===== config.mk =====
export PLATFORM = sky130hd
export DESIGN_NAME = axil_adder_multi
export DESIGN_NICKNAME = d
export VERILOG_FILES = /design/src/rtl/axil_adder_multi.sv
export SDC_FILE = /design/constraint.sdc
export NUM_CORES = 1
export LEC_CHECK = 0
export ABC_CLOCK_PERIOD_IN_PS = 6000
export BUFFER_PORTS_ARGS = -buffer_cell sky130_fd_sc_hd__buf_2
export CORE_UTILIZATION = 40
export DETAILED_ROUTE_END_ITERATION = 8
export PLACE_DENSITY_LB_ADDON = 0.25
export SLEW_MARGIN = 20
export SYNTH_ARGS = -nofsm -noshare
export SYNTH_HDL_FRONTEND = slang
export SYNTH_SLANG_ARGS = --single-unit
export TNS_END_PERCENT = 10

===== constraint.sdc =====
create_clock -name s1_axi_aclk -period 6 [get_ports s1_axi_aclk]
set_input_delay 0.3 -clock s1_axi_aclk [delete_from_list [all_inputs] [get_ports s1_axi_aclk]]
set_output_delay 0.3 -clock s1_axi_aclk [all_outputs]
set_load 0.05 [all_outputs]

===== src/rtl/axil_adder_multi.sv =====
`default_nettype none
// ============================================================================
// Module   : axil_adder_multi
// Brief    : AXI4-Lite slave exposing NUM_CH add/sub channels with flags
// Revision : 1.0 - initial release
// ============================================================================
module axil_adder_multi #(
  parameter int DATA_WIDTH = 32,
  parameter int ADDR_WIDTH = 8,
  parameter int NUM_CH     = 4
) (
  input  logic                    s1_axi_aclk,
  input  logic                    s1_axi_areset,
  input  logic [ADDR_WIDTH-1:0]   s1_axi_awaddr,
  input  logic                    s1_axi_awvalid,
  output logic                    s1_axi_awready,
  input  logic [DATA_WIDTH-1:0]   s1_axi_wdata,
  input  logic [DATA_WIDTH/8-1:0] s1_axi_wstrb,
  input  logic                    s1_axi_wvalid,
  output logic                    s1_axi_wready,
  output logic [1:0]              s1_axi_bresp,
  output logic                    s1_axi_bvalid,
  input  logic                    s1_axi_bready,
  input  logic [ADDR_WIDTH-1:0]   s1_axi_araddr,
  input  logic                    s1_axi_arvalid,
  output logic                    s1_axi_arready,
  output logic [DATA_WIDTH-1:0]   s1_axi_rdata,
  output logic [1:0]              s1_axi_rresp,
  output logic                    s1_axi_rvalid,
  input  logic                    s1_axi_rready
);

  localparam int                    STRB_W      = DATA_WIDTH / 8;
  localparam int                    MSB         = DATA_WIDTH - 1;
  localparam logic [DATA_WIDTH-1:0] ONE_D       = DATA_WIDTH'(1);
  localparam logic [1:0]            RESP_OKAY   = 2'b00;
  localparam logic [1:0]            RESP_SLVERR = 2'b10;

  typedef enum logic [1:0] {
    WR_WAIT   = 2'd0,
    WR_COMMIT = 2'd1,
    WR_RESP   = 2'd2
  } wr_state_e;

  wr_state_e wr_state_q, wr_state_d;

  // Holds every ready low until the first edge after reset is released
  logic                    live_q;
  logic                    aw_lat_q, w_lat_q;
  logic [ADDR_WIDTH-3:0]   awaddr_q;
  logic [DATA_WIDTH-1:0]   wdata_q;
  logic [STRB_W-1:0]       wstrb_q;
  logic [1:0]              bresp_q;
  logic                    rvalid_q;
  logic [1:0]              rresp_q;
  logic [DATA_WIDTH-1:0]   rdata_q;

  logic [DATA_WIDTH-1:0]   opa_q [NUM_CH];
  logic [DATA_WIDTH-1:0]   opb_q [NUM_CH];
  logic [DATA_WIDTH-1:0]   res_q [NUM_CH];
  logic [NUM_CH-1:0]       sub_q, carry_q, ovf_q, done_q, go_q;

  logic [DATA_WIDTH-1:0]   w_res [NUM_CH];
  logic [NUM_CH-1:0]       w_cy, w_ov;

  logic                    w_aw_hs, w_w_hs, w_ar_hs, w_commit;
  logic [31:0]             w_wch, w_rch;
  logic [1:0]              w_woff, w_roff;
  logic                    w_wch_ok, w_rch_ok, w_werr;
  logic [DATA_WIDTH-1:0]   w_rd_val;
  logic                    w_unused;

  assign w_unused = ^{s1_axi_awaddr[1:0], s1_axi_araddr[1:0]};

  assign s1_axi_awready = live_q & (wr_state_q == WR_WAIT) & ~aw_lat_q;
  assign s1_axi_wready  = live_q & (wr_state_q == WR_WAIT) & ~w_lat_q;
  assign s1_axi_bvalid  = (wr_state_q == WR_RESP);
  assign s1_axi_bresp   = bresp_q;
  assign s1_axi_arready = live_q & ~rvalid_q;
  assign s1_axi_rvalid  = rvalid_q;
  assign s1_axi_rresp   = rresp_q;
  assign s1_axi_rdata   = rdata_q;

  assign w_aw_hs  = s1_axi_awvalid & s1_axi_awready;
  assign w_w_hs   = s1_axi_wvalid & s1_axi_wready;
  assign w_ar_hs  = s1_axi_arvalid & s1_axi_arready;
  assign w_commit = (wr_state_q == WR_COMMIT);

  assign w_wch    = 32'(awaddr_q[ADDR_WIDTH-3:2]);
  assign w_woff   = awaddr_q[1:0];
  assign w_wch_ok = (w_wch < 32'(NUM_CH));
  assign w_werr   = ~w_wch_ok | (w_woff == 2'd2);

  assign w_rch    = 32'(s1_axi_araddr[ADDR_WIDTH-1:4]);
  assign w_roff   = s1_axi_araddr[3:2];
  assign w_rch_ok = (w_rch < 32'(NUM_CH));

  function automatic logic [DATA_WIDTH-1:0] merge_bytes(
    input logic [DATA_WIDTH-1:0] old_val,
    input logic [DATA_WIDTH-1:0] new_val,
    input logic [STRB_W-1:0]     strb
  );
    logic [DATA_WIDTH-1:0] m;
    m = old_val;
    for (int b = 0; b < STRB_W; b++) begin
      if (strb[b]) m[b*8 +: 8] = new_val[b*8 +: 8];
    end
    return m;
  endfunction

  // ---------------------------------------------------------------- write FSM
  always_ff @(posedge s1_axi_aclk) begin
    if (s1_axi_areset) begin
      wr_state_q <= WR_WAIT;
      live_q     <= 1'b0;
    end else begin
      wr_state_q <= wr_state_d;
      live_q     <= 1'b1;
    end
  end

  always_comb begin
    wr_state_d = wr_state_q;
    case (wr_state_q)
      WR_WAIT:   if ((aw_lat_q | w_aw_hs) && (w_lat_q | w_w_hs)) wr_state_d = WR_COMMIT;
      WR_COMMIT: wr_state_d = WR_RESP;
      WR_RESP:   if (s1_axi_bready) wr_state_d = WR_WAIT;
      default:   wr_state_d = WR_WAIT;
    endcase
  end

  always_ff @(posedge s1_axi_aclk) begin
    if (s1_axi_areset) begin
      aw_lat_q <= 1'b0;
      w_lat_q  <= 1'b0;
      awaddr_q <= '0;
      wdata_q  <= '0;
      wstrb_q  <= '0;
      bresp_q  <= RESP_OKAY;
    end else begin
      if (w_aw_hs) begin
        aw_lat_q <= 1'b1;
        awaddr_q <= s1_axi_awaddr[ADDR_WIDTH-1:2];
      end
      if (w_w_hs) begin
        w_lat_q <= 1'b1;
        wdata_q <= s1_axi_wdata;
        wstrb_q <= s1_axi_wstrb;
      end
      if (w_commit) begin
        aw_lat_q <= 1'b0;
        w_lat_q  <= 1'b0;
        bresp_q  <= w_werr ? RESP_SLVERR : RESP_OKAY;
      end
    end
  end

  // ----------------------------------------------------------- channel compute
  for (genvar g = 0; g < NUM_CH; g++) begin : g_ch
    logic [DATA_WIDTH:0]   w_full;
    logic [DATA_WIDTH-1:0] w_bp;
    assign w_bp     = sub_q[g] ? (~opb_q[g] + ONE_D) : opb_q[g];
    // Bit DATA_WIDTH of the difference is the borrow (A < B unsigned)
    assign w_full   = sub_q[g] ? ({1'b0, opa_q[g]} - {1'b0, opb_q[g]})
                               : ({1'b0, opa_q[g]} + {1'b0, opb_q[g]});
    assign w_res[g] = w_full[DATA_WIDTH-1:0];
    assign w_cy[g]  = w_full[DATA_WIDTH];
    assign w_ov[g]  = (opa_q[g][MSB] == w_bp[MSB]) && (w_full[MSB] != opa_q[g][MSB]);
  end

  always_ff @(posedge s1_axi_aclk) begin
    if (s1_axi_areset) begin
      for (int c = 0; c < NUM_CH; c++) begin
        opa_q[c] <= '0;
        opb_q[c] <= '0;
        res_q[c] <= '0;
      end
      sub_q   <= '0;
      carry_q <= '0;
      ovf_q   <= '0;
      done_q  <= '0;
      go_q    <= '0;
    end else begin
      for (int c = 0; c < NUM_CH; c++) begin
        go_q[c] <= 1'b0;
        if (go_q[c]) begin
          res_q[c]   <= w_res[c];
          carry_q[c] <= w_cy[c];
          ovf_q[c]   <= w_ov[c];
          done_q[c]  <= 1'b1;
        end
        if (w_commit && !w_werr && (w_wch == 32'(c))) begin
          case (w_woff)
            2'd0: if (|wstrb_q) begin
              opa_q[c]  <= merge_bytes(opa_q[c], wdata_q, wstrb_q);
              done_q[c] <= 1'b0;
            end
            2'd1: if (|wstrb_q) begin
              opb_q[c] <= merge_bytes(opb_q[c], wdata_q, wstrb_q);
              go_q[c]  <= 1'b1;
            end
            2'd3: if (wstrb_q[0]) begin
              sub_q[c]  <= wdata_q[0];
              done_q[c] <= 1'b0;
            end
            default: ;
          endcase
        end
      end
    end
  end

  // --------------------------------------------------------------- read path
  always_comb begin
    w_rd_val = '0;
    for (int c = 0; c < NUM_CH; c++) begin
      if (w_rch == 32'(c)) begin
        case (w_roff)
          2'd0:    w_rd_val = opa_q[c];
          2'd1:    w_rd_val = opb_q[c];
          2'd2:    w_rd_val = res_q[c];
          default: w_rd_val = DATA_WIDTH'({done_q[c], ovf_q[c], carry_q[c], sub_q[c]});
        endcase
      end
    end
  end

  always_ff @(posedge s1_axi_aclk) begin
    if (s1_axi_areset) begin
      rvalid_q <= 1'b0;
      rresp_q  <= RESP_OKAY;
      rdata_q  <= '0;
    end else if (w_ar_hs) begin
      rvalid_q <= 1'b1;
      rresp_q  <= w_rch_ok ? RESP_OKAY : RESP_SLVERR;
      rdata_q  <= w_rch_ok ? w_rd_val : '0;
    end else if (rvalid_q && s1_axi_rready) begin
      rvalid_q <= 1'b0;
    end
  end

endmodule
`default_nettype wire


## After elaboration in Yosys (flattened, before gate mapping)

Memories as Yosys holds them, arrays and structs flattened.
Cells that the tools add are included.

| operators by class | value |
|---|---|
| add/subtract/negate cells | 12 |
| $lt $le $gt $ge | 2 |
| eq/ne operators | 23 |
| muxes and demuxes | 258 |
| bitwise gates (word level) | 30 |
| reduce and logical (&&, ||, !) cells | 25 |

Operators by type and width:

| kind | count |
|---|---|
| two-way mux 8 bit | 160 |
| two-way mux 32 bit | 21 |
| case mux 32 bit (3 select lines) | 4 |
| adder 32 x 32 -> 33 bit | 4 |
| two-way mux 33 bit | 4 |
| subtractor 32 x 32 -> 33 bit | 4 |
| adder 32 x 1 -> 32 bit (second input constant) | 4 |
| inverter 32 bit | 4 |
| logical NOT 32 bit | 2 |
| two-way mux 1 bit | 60 |
| equality test 4 x 2 -> 1 bit (second input constant) | 4 |
| bitwise OR 1 bit | 15 |
| AND reduction 3 bit | 4 |
| logical AND 1 bit | 11 |
| equality test 2 bit (second input constant) | 4 |
| equality test 4 x 1 -> 1 bit (second input constant) | 2 |
| < comparator 4 x 3 -> 1 bit (second input constant) | 2 |
| two-way mux 2 bit | 4 |
| case mux 1 bit (2 select lines) | 4 |
| AND 1 bit | 7 |
| equality test 2 x 1 -> 1 bit (second input constant) | 3 |
| logical NOT 2 bit | 3 |
| case mux 2 bit (3 select lines) | 1 |
| equality test 1 bit | 4 |
| 8 further kinds | 15 |

| word-level totals | value |
|---|---|
| flip-flop bits (word level) | 104 |
| memory bits (writable) | 384 |
| input bits | 59 |
| output and inout port bits | 41 |
| word-level logic and storage cells | 378 |
| memories kept | 3 |

Memories:

| name | depth | width | read ports | clocked after Yosys merged registers in | wr ports | line | text |
|---|---|---|---|---|---|---|---|
| opa_q | 4 | 32 | 4 | 0 | 4 | 58 | `logic [DATA_WIDTH-1:0] opa_q [NUM_CH];` |
| opb_q | 4 | 32 | 4 | 0 | 4 | 59 | `logic [DATA_WIDTH-1:0] opb_q [NUM_CH];` |
| res_q | 4 | 32 | 4 | 0 | 4 | 60 | `logic [DATA_WIDTH-1:0] res_q [NUM_CH];` |

## Depth between registers and ports, before layout

Gate-level depths: netlist (run 1).

| logic depth | value |
|---|---|
| word-level depth | 10 |
| gate-level depth with buffers | 20 |
| depth with buffers taken out | 19 |

## Worst setup path before layout (run 1)

OpenSTA, ideal clock, no wires.

| timing path | value |
|---|---|
| path kind | reg2reg |
| start | memory opb_q[2][12] |
| end | register ovf_q[2] |
| setup time | 0.080 ns |
| arrival | 4.794 ns |
| required time | 5.920 ns |
| path slack | 1.126 ns |
| cell stages (with the launch flop) | 17 |
| path buffers | 1 |
| clock period less this slack | 4.874 ns |
| path through | edfxtp_1 > or4_4 > or4b_4 > nor3_1 > nand3_1 > nand2_1 > o21ai_0 > xnor2_1 > ha_1 > buf_1 > nand2_1 > nor2_1 > and3_1 > or4b_2 > o41ai_1 > mux2_2 > o2111ai_2 |

RTL lines:

| what | line | text |
|---|---|---|
| start: declaration | 59 |  |
| end signal: indexed assignment | 189 | `ovf_q[c] <= w_ov[c];` |
| end: declaration | 61 | `logic [NUM_CH-1:0] sub_q, carry_q, ovf_q, done_q, go_q;` |

==> flow_summary.json, run 1 <==
{
  "clk_path_buf_depth": 3,
  "maxSlewHeadroom_pct": 11.6,
  "drc_errors": 0,
  "grt_antenna_before_repair": 13,
  "netlist.area_leader.share_pct": 38.0,
  "synth_edf_count": 384,
  "pre_cts_ws_ns": 0.895,
  "die_h_microns": 278,
  "p_sw_share_pct": 27.5,
  "die_area_sq_mm": 0.0770,
  "synthTopCellsByArea": "edfxtp_1, dfxtp_1, and2_1",
  "cts_resized": 0,
  "required_ns": 6.54,
  "drive_gt1_share_pct": 8.45,
  "use_met2_pct": 39.5,
  "gr-usage-met3_pct": 5.73,
  "rsz0062_at_grt": "no",
  "synth_area_sq_mm": 0.0304,
  "firstDrtPassIters": 5,
  "ant_nets": 0,
  "grt_util_met1_pct": 37.3,
  "wl_per_cell_microns": 24.2,
  "status": "completed",
  "synthArstFlopShare_pct": 0,
  "path_clk_slew_ns": 0.06,
  "syn_inst": 3172,
  "r2r_cells": 15,
  "synth_seq_area_share_pct": 44.7,
  "maxCapViolCount": 0,
  "power_frac_comb_pct": 12.6,
  "synth_most_common_cell": "edfxtp_1",
  "skew_ns": 0.0214,
  "fin_crit_ns": 5.19,
  "cts.htree.levels": 2,
  "port-buffer-count": 93,
  "powerDensity_mw_per_mm2": 247,
  "synth_common_cells": "edfxtp_1, nor2_1, a21oi_1, and2_1, nand2_1",
  "critPathLaunchType": "register",
  "synth.distinct_cells": 79,
  "fmax_ghz": 0.193,
  "clockRootBuffer": "clkbuf_16",
  "start_util_pct": 40.6,
  "hpwl_mm": 72.3,
  "routabilityCongestion": 0.958,
  "synth_top_area_cell": "edfxtp_1",
  "avgSynthCellArea_sq_um": 9.57,
  "fin_nets": 3453,
  "grt_max_degree": 59,
  "synth.ff_latch_count": 486,
  "avgViaCountPerCell": 5.81,
  "critPathMostFrequentCell": "a21oi_1",
  "ir_drop_v": 0.000209,
  "grt_overflow_total": 0,
  "p_leak_nw": 13.2,
  "setup_viol": 0,
  "finalMaxSlewViolations": 0,
  "row_count": 100,
  "cts.sinks": 486,
  "p_sw_w": 0.00233,
  "grt_pass1_vias": 23400,
  "setup_ws_ns": 0.808,
  "seqPwrFrac_pct": 46.1,
  "crit_fanout": 6,
  "fp.dieW_microns": 278,
  "endpoint_kind": "register",
  "slowest_stage": "or4b_2",
  "synth_ff_type": "edfxtp_1",
  "cp_cell_sequence": "or4_4 > or4b_4 > nor3_1 > a21oi_1 > xnor2_1 > ha_1 > a21oi_1 > o21bai_1 > a21oi_1 > o221ai_1 > or4b_2 > o41ai_1 > buf_4 > mux2_2 > o2111ai_2",
  "worst_slew_pin_slew_ns": 1.32,
  "power_w": 0.00847,
  "placed_area_sq_mm": 0.0319,
  "numCtsBuffers": 56,
  "fin_area_sq_mm": 0.0343,
  "holdPathStages": 3,
  "fillers": 7108,
  "routed_wl_mm": 104,
  "io_pins": 100,
  "track_usage_pct": 26.4,
  "fin_crit_sh_pct": 86.5,
  "arrival_ns": 5.74,
  "fin_tns_setup_ns": 0,
  "vias": 25000,
  "core_sq_mm": 0.0748,
  "critical_path_class": "register to register",
  "hold_ws_ns": 0.0361,
  "p_clk_share_pct": 41.2,
  "intPower_w": 0.00614,
  "final-hold-violation-count": 0,
  "hp-class": "primary input to register",
  "initialDrtViolationCount": 2550,
  "slowest_delay_ns": 0.64,
  "yosys_warnings": 0,
  "grt_pass1_wl_mm": 152,
  "clock_latency_ns": 0.63,
  "grt.busiest_layer": "met2",
  "cts_tree": "built",
  "syn2layout_area_growth_pct": 12.8
}
worst max-delay path, delay by kind of cell, from the launching register on:
kind / cells / cell delay, ns
muxes: 1 / 0.34
AOI/OAI and AO/OA: 7 / 1.33
xor gates and xnor gates: 1 / 0.15
and+or+nand+nor: 4 / 2.25
DFF: 1 / 0.47
adders and majority gates: 1 / 0.36
buffers and inverters: 1 / 0.21
timing repair:
action,4_1_cts,5_1_grt
endpoints found under the hold margin,45,0
buffers inserted,0,0
hold buffers,45,0
endpoints found under the setup margin,0,0
routing by layer:
metal	up-vias	wire length, microns	part of all wire (%)
li1	11700	-	-
met1	12100	45500	44
met2	1093	44400	43
met3	160	10500	10
met4	0	3760	3.6
met5	-	0	0
worst paths after layout:
path,from,to,slack (ns)
worst max-delay path,opb_q[2][10]$_SDFFCE_PN0P_,ovf_q[2]$_SDFFE_PP0P_,0.81
worst max register to register,opb_q[2][10]$_SDFFCE_PN0P_,ovf_q[2]$_SDFFE_PP0P_,0.81
worst min-delay path,s1_axi_awvalid,aw_lat_q$_SDFFE_PP0P_,0.04
worst min register to register,s1_axi_rdata[9]$_SDFFE_PP0P_,s1_axi_rdata[9]$_SDFFE_PP0P_,0.45
state kept, by name, indices dropped and copies added, names as in the netlist, 2 cells and up:
register	cells
awaddr_q	6
carry_q	4
done_q	4
go_q	4
opa_q	128
opb_q	128
ovf_q	4
res_q	128
s1_axi_rdata	32
sub_q	4
wdata_q	32
wr_state_q	2
wstrb_q	4
area by class of cell:
type,instances,area [sq um],share of cell area (%)
inverter,72,270,0.789
clock inverter,17,113,0.329
timing repair buffer,183,1300,3.80
sequential,486,13600,39.6
clock buffer,89,1770,5.16
antenna,25,62.6,0.183
tap,969,1210,3.54
multi-input combinational,2455,16000,46.6
layout by cell type, fill, tap and decap left out, drive strengths merged, types with 8 or more instances in the layout:
cell type	instances
nor2	373
nor3	84
mux4	20
nand2	281
xnor2	169
dfxtp	102
ha	136
inv	72
or4	8
dlygate4sd3	45
edfxtp	384
o21a	15
or3	8
and3	17
o2111ai	29
mux2i	126
and2	283
a21oi	325
o21bai	13
a31o	8
buf	138
a21o	59
nand2b	19
diode	25
clkinv	17
nor2b	21
o31ai	9
nor3b	11
o21ai	108
a211oi	44
nand4	21
clkbuf	89
nor4	23
a21boi	8
a31oi	30
xor2	46
a211o	24
a2111oi	8
o211ai	15
nand3	31
metrics by stage:
stage	instances	util, %
after floorplan	3173	-
after global placement	4120	42.6
after detailed placement	4120	42.6
after CTS	4271	45.7
after global routing	4271	45.7
final	4296	45.8
logic make-up after synthesis:
group / synth area share (%)
AOI/OAI and AO/OA: 15.2
xor gates and xnor gates: 6.20
adders and majority gates: 5.87
buffers and inverters: 2.91
DFF: 44.7
muxes: 5.75
other: 0.0123
and+or+nand+nor: 19.3
power by group through the flow:
stage / logic, W / registers [W] / clock network [W]
after floorplan: 0.000706 / 0.00389 / 0
after global placement: 0.00102 / 0.00397 / 0
after detailed placement: 0.00102 / 0.00397 / 0
after CTS: 0.00105 / 0.00390 / 0.00353
after global routing: 0.00115 / 0.00391 / 0.00366
final: 0.00107 / 0.00391 / 0.00349
(Power assumes the default switching activity.)
==> run 2, diff against run 1 <==
- ABC_CLOCK_PERIOD_IN_PS: 6000 -> 5800
- clock period: 6 -> 5.8 ns (I/O delays scaled with it)
==> run 2 against run 1 <==
Critical path depth increased by 1. Clock power increased by 4%. Clock skew decreased by 0.0050 ns. Highest routed layer is now met5. Utilization about the same. Sequential power increased by 3%. Die area unchanged.
==> flow_summary.json, run 2 (synthesis results as in run 1) <==
{
  "io_pins": 100,
  "hp-class": "primary input to register",
  "syn2layout_area_growth_pct": 12.7,
  "skew_ns": 0.0164,
  "track_usage_pct": 26.3,
  "initialDrtViolationCount": 3046,
  "rrSetupSlack_ns": 0.75,
  "layout_commonest_cell": "edfxtp_1",
  "die_area_sq_mm": 0.0770,
  "rr_endpoint": "ovf_q[2]$_SDFFE_PP0P_",
  "hold_start": "s1_axi_araddr[6]",
  "cts.htree.levels": 2,
  "worst_slew_pin_slew_ns": 1.25,
  "drc_errors": 0,
  "fmax_ghz": 0.198,
  "setup_viol": 0,
  "holdPathStages": 4,
  "routabilityCongestion": 0.931,
  "drive_gt1_share_pct": 8.62,
  "finalMaxSlewViolations": 0,
  "p_leak_nw": 13.3,
  "ir_drop_v": 0.000219,
  "wl_per_cell_microns": 24.2,
  "grt_max_degree": 64,
  "reg_top3": "opa_q x128, opb_q x128, res_q x128",
  "maxSlewHeadroom_pct": 15.4,
  "rr_startpoint": "opb_q[2][12]$_SDFFCE_PN0P_",
  "rsz0062_at_grt": "no",
  "clk_path_buf_depth": 3,
  "ant_nets": 0,
  "grt_overflow_total": 0,
  "required_ns": 6.34,
  "crit_fanout": 6,
  "grt_pass1_wl_mm": 150,
  "status": "completed",
  "powerDensity_mw_per_mm2": 257,
  "row_count": 100,
  "maxCapViolCount": 0,
  "grt_antenna_before_repair": 12,
  "grt_pass1_vias": 22900,
  "core_sq_mm": 0.0748,
  "port-buffer-count": 93,
  "clockRootBuffer": "clkbuf_16",
  "final-hold-violation-count": 0,
  "fin_tns_setup_ns": 0,
  "fin_crit_ns": 5.05,
  "r2r_cells": 16,
  "fp.dieW_microns": 278,
  "mostFrequentLayoutCells": "edfxtp_1, nor2_1, a21oi_1, and2_1, nand2_1",
  "avgViaCountPerCell": 5.82,
  "routed_wl_mm": 103,
  "fin_util_pct": 45.8,
  "critical_path_class": "register to register",
  "cts.sinks": 486,
  "fin_nets": 3459,
  "clock_latency_ns": 0.63,
  "multi_input_area_sq_mm": 0.0160,
  "layout.area.seq_sq_mm": 0.0136,
  "fillers": 7105,
  "arrival_ns": 5.60,
  "hpwl_mm": 72.6,
  "critPathLaunchType": "register",
  "numCtsBuffers": 56,
  "min_to": "s1_axi_rdata[3]$_SDFFE_PP0P_",
  "firstDrtPassIters": 6,
  "endpoint_kind": "register",
  "vias": 24900,
  "fin_crit_sh_pct": 87.1,
  "path_clk_slew_ns": 0.06,
  "cts_tree": "built",
  "die_h_microns": 278,
  "start_util_pct": 40.6
}
-- run 2: cell types whose count changed in the layout (fill, tap and decap cells not counted), moves of 2 or more --
cell | previous run | this run
clkinv_4 | 4 | 1
clkinv_1 | 1 | 7
clkbuf_1 | 19 | 7
buf_4 | 44 | 48
bufinv_16 | 0 | 3
clkbuf_16 | 65 | 62
clkinv_2 | 11 | 14
diode_2 | 25 | 5
dlygate4sd3_1 | 45 | 47
-- run 2: power breakdown --
group	switching [W]	internal [W]	total, W
combinational	0.000704	0.000395	0.00110
clock	0.00152	0.00212	0.00364
sequential	0.000178	0.00387	0.00404
total	0.00240	0.00638	0.00878
-- run 2: final cells by class --
type | instances | share of cell area (%)
clock buffer | 75 | 4.82
timing repair buffer | 189 | 3.95
inverter | 72 | 0.789
antenna | 5 | 0.0365
tap | 969 | 3.54
clock inverter | 28 | 0.629
sequential | 486 | 39.6
multi-input combinational | 2455 | 46.6
-- run 2: worst max path at each step --
stage,startpoint,end,cells past startpoint
6_report,opb_q[2][12]$_SDFFCE_PN0P_,ovf_q[2]$_SDFFE_PP0P_,16
5_1_grt,opb_q[2][12]$_SDFFCE_PN0P_,res_q[2][31]$_SDFFCE_PN0P_,15
4_1_cts,opb_q[2][12]$_SDFFCE_PN0P_,ovf_q[2]$_SDFFE_PP0P_,16
3_5_place_dp,opb_q[2][12]$_SDFFCE_PN0P_,ovf_q[2]$_SDFFE_PP0P_,16
3_3_place_gp,opb_q[2][12]$_SDFFCE_PN0P_,ovf_q[2]$_SDFFE_PP0P_,16
2_1_floorplan,opb_q[2][12]$_SDFFCE_PN0P_,ovf_q[2]$_SDFFE_PP0P_,16
-- run 2: layer usage --
layer / track usage, % / vias to the layer above / part of all wire [%]
met5: 0 / - / 0.013
met2: 39.9 / 1085 / 43
met1: 38.2 / 12100 / 44
li1: - / 11700 / -
met4: 6.59 / 2 / 2.3
met3: 5.25 / 110 / 11
-- run 2: metrics by stage --
step / worst slack, ns / hold WS, ns / instance area, sq um / std cells / total power [W]
floorplan: 0.926 / 0.420 / 30400 / 3173 / 0.00475
global placement: 0.784 / 0.441 / 31900 / 4124 / 0.00516
detailed placement: 0.796 / 0.445 / 31900 / 4124 / 0.00516
CTS: 0.764 / 0.0601 / 34200 / 4274 / 0.00880
global route: 0.417 / 0.141 / 34200 / 4274 / 0.00904
finish: 0.749 / 0.102 / 34200 / 4279 / 0.00878
-- run 2: worst max-delay path: stages, from the launching register on --
cell and delay [ns]:
edfxtp_1 0.44, or4_4 0.58, or4b_4 0.58, nor3_1 0.44, a21oi_1 0.15, xnor2_1 0.15
ha_1 0.37, a21oi_1 0.20, o21bai_1 0.11, a21oi_1 0.25, o221ai_1 0.16, or4b_2 0.64
a31o_2 0.24, o41ai_1 0.06, buf_4 0.20, mux2_2 0.34, o2111ai_2 0.06
-- run 2: timing repair --
item	4_1_cts	5_1_grt
hold endpoints to repair	46	0
setup buffers	0	0
gates resized for setup	0	0
hold buffers	47	0
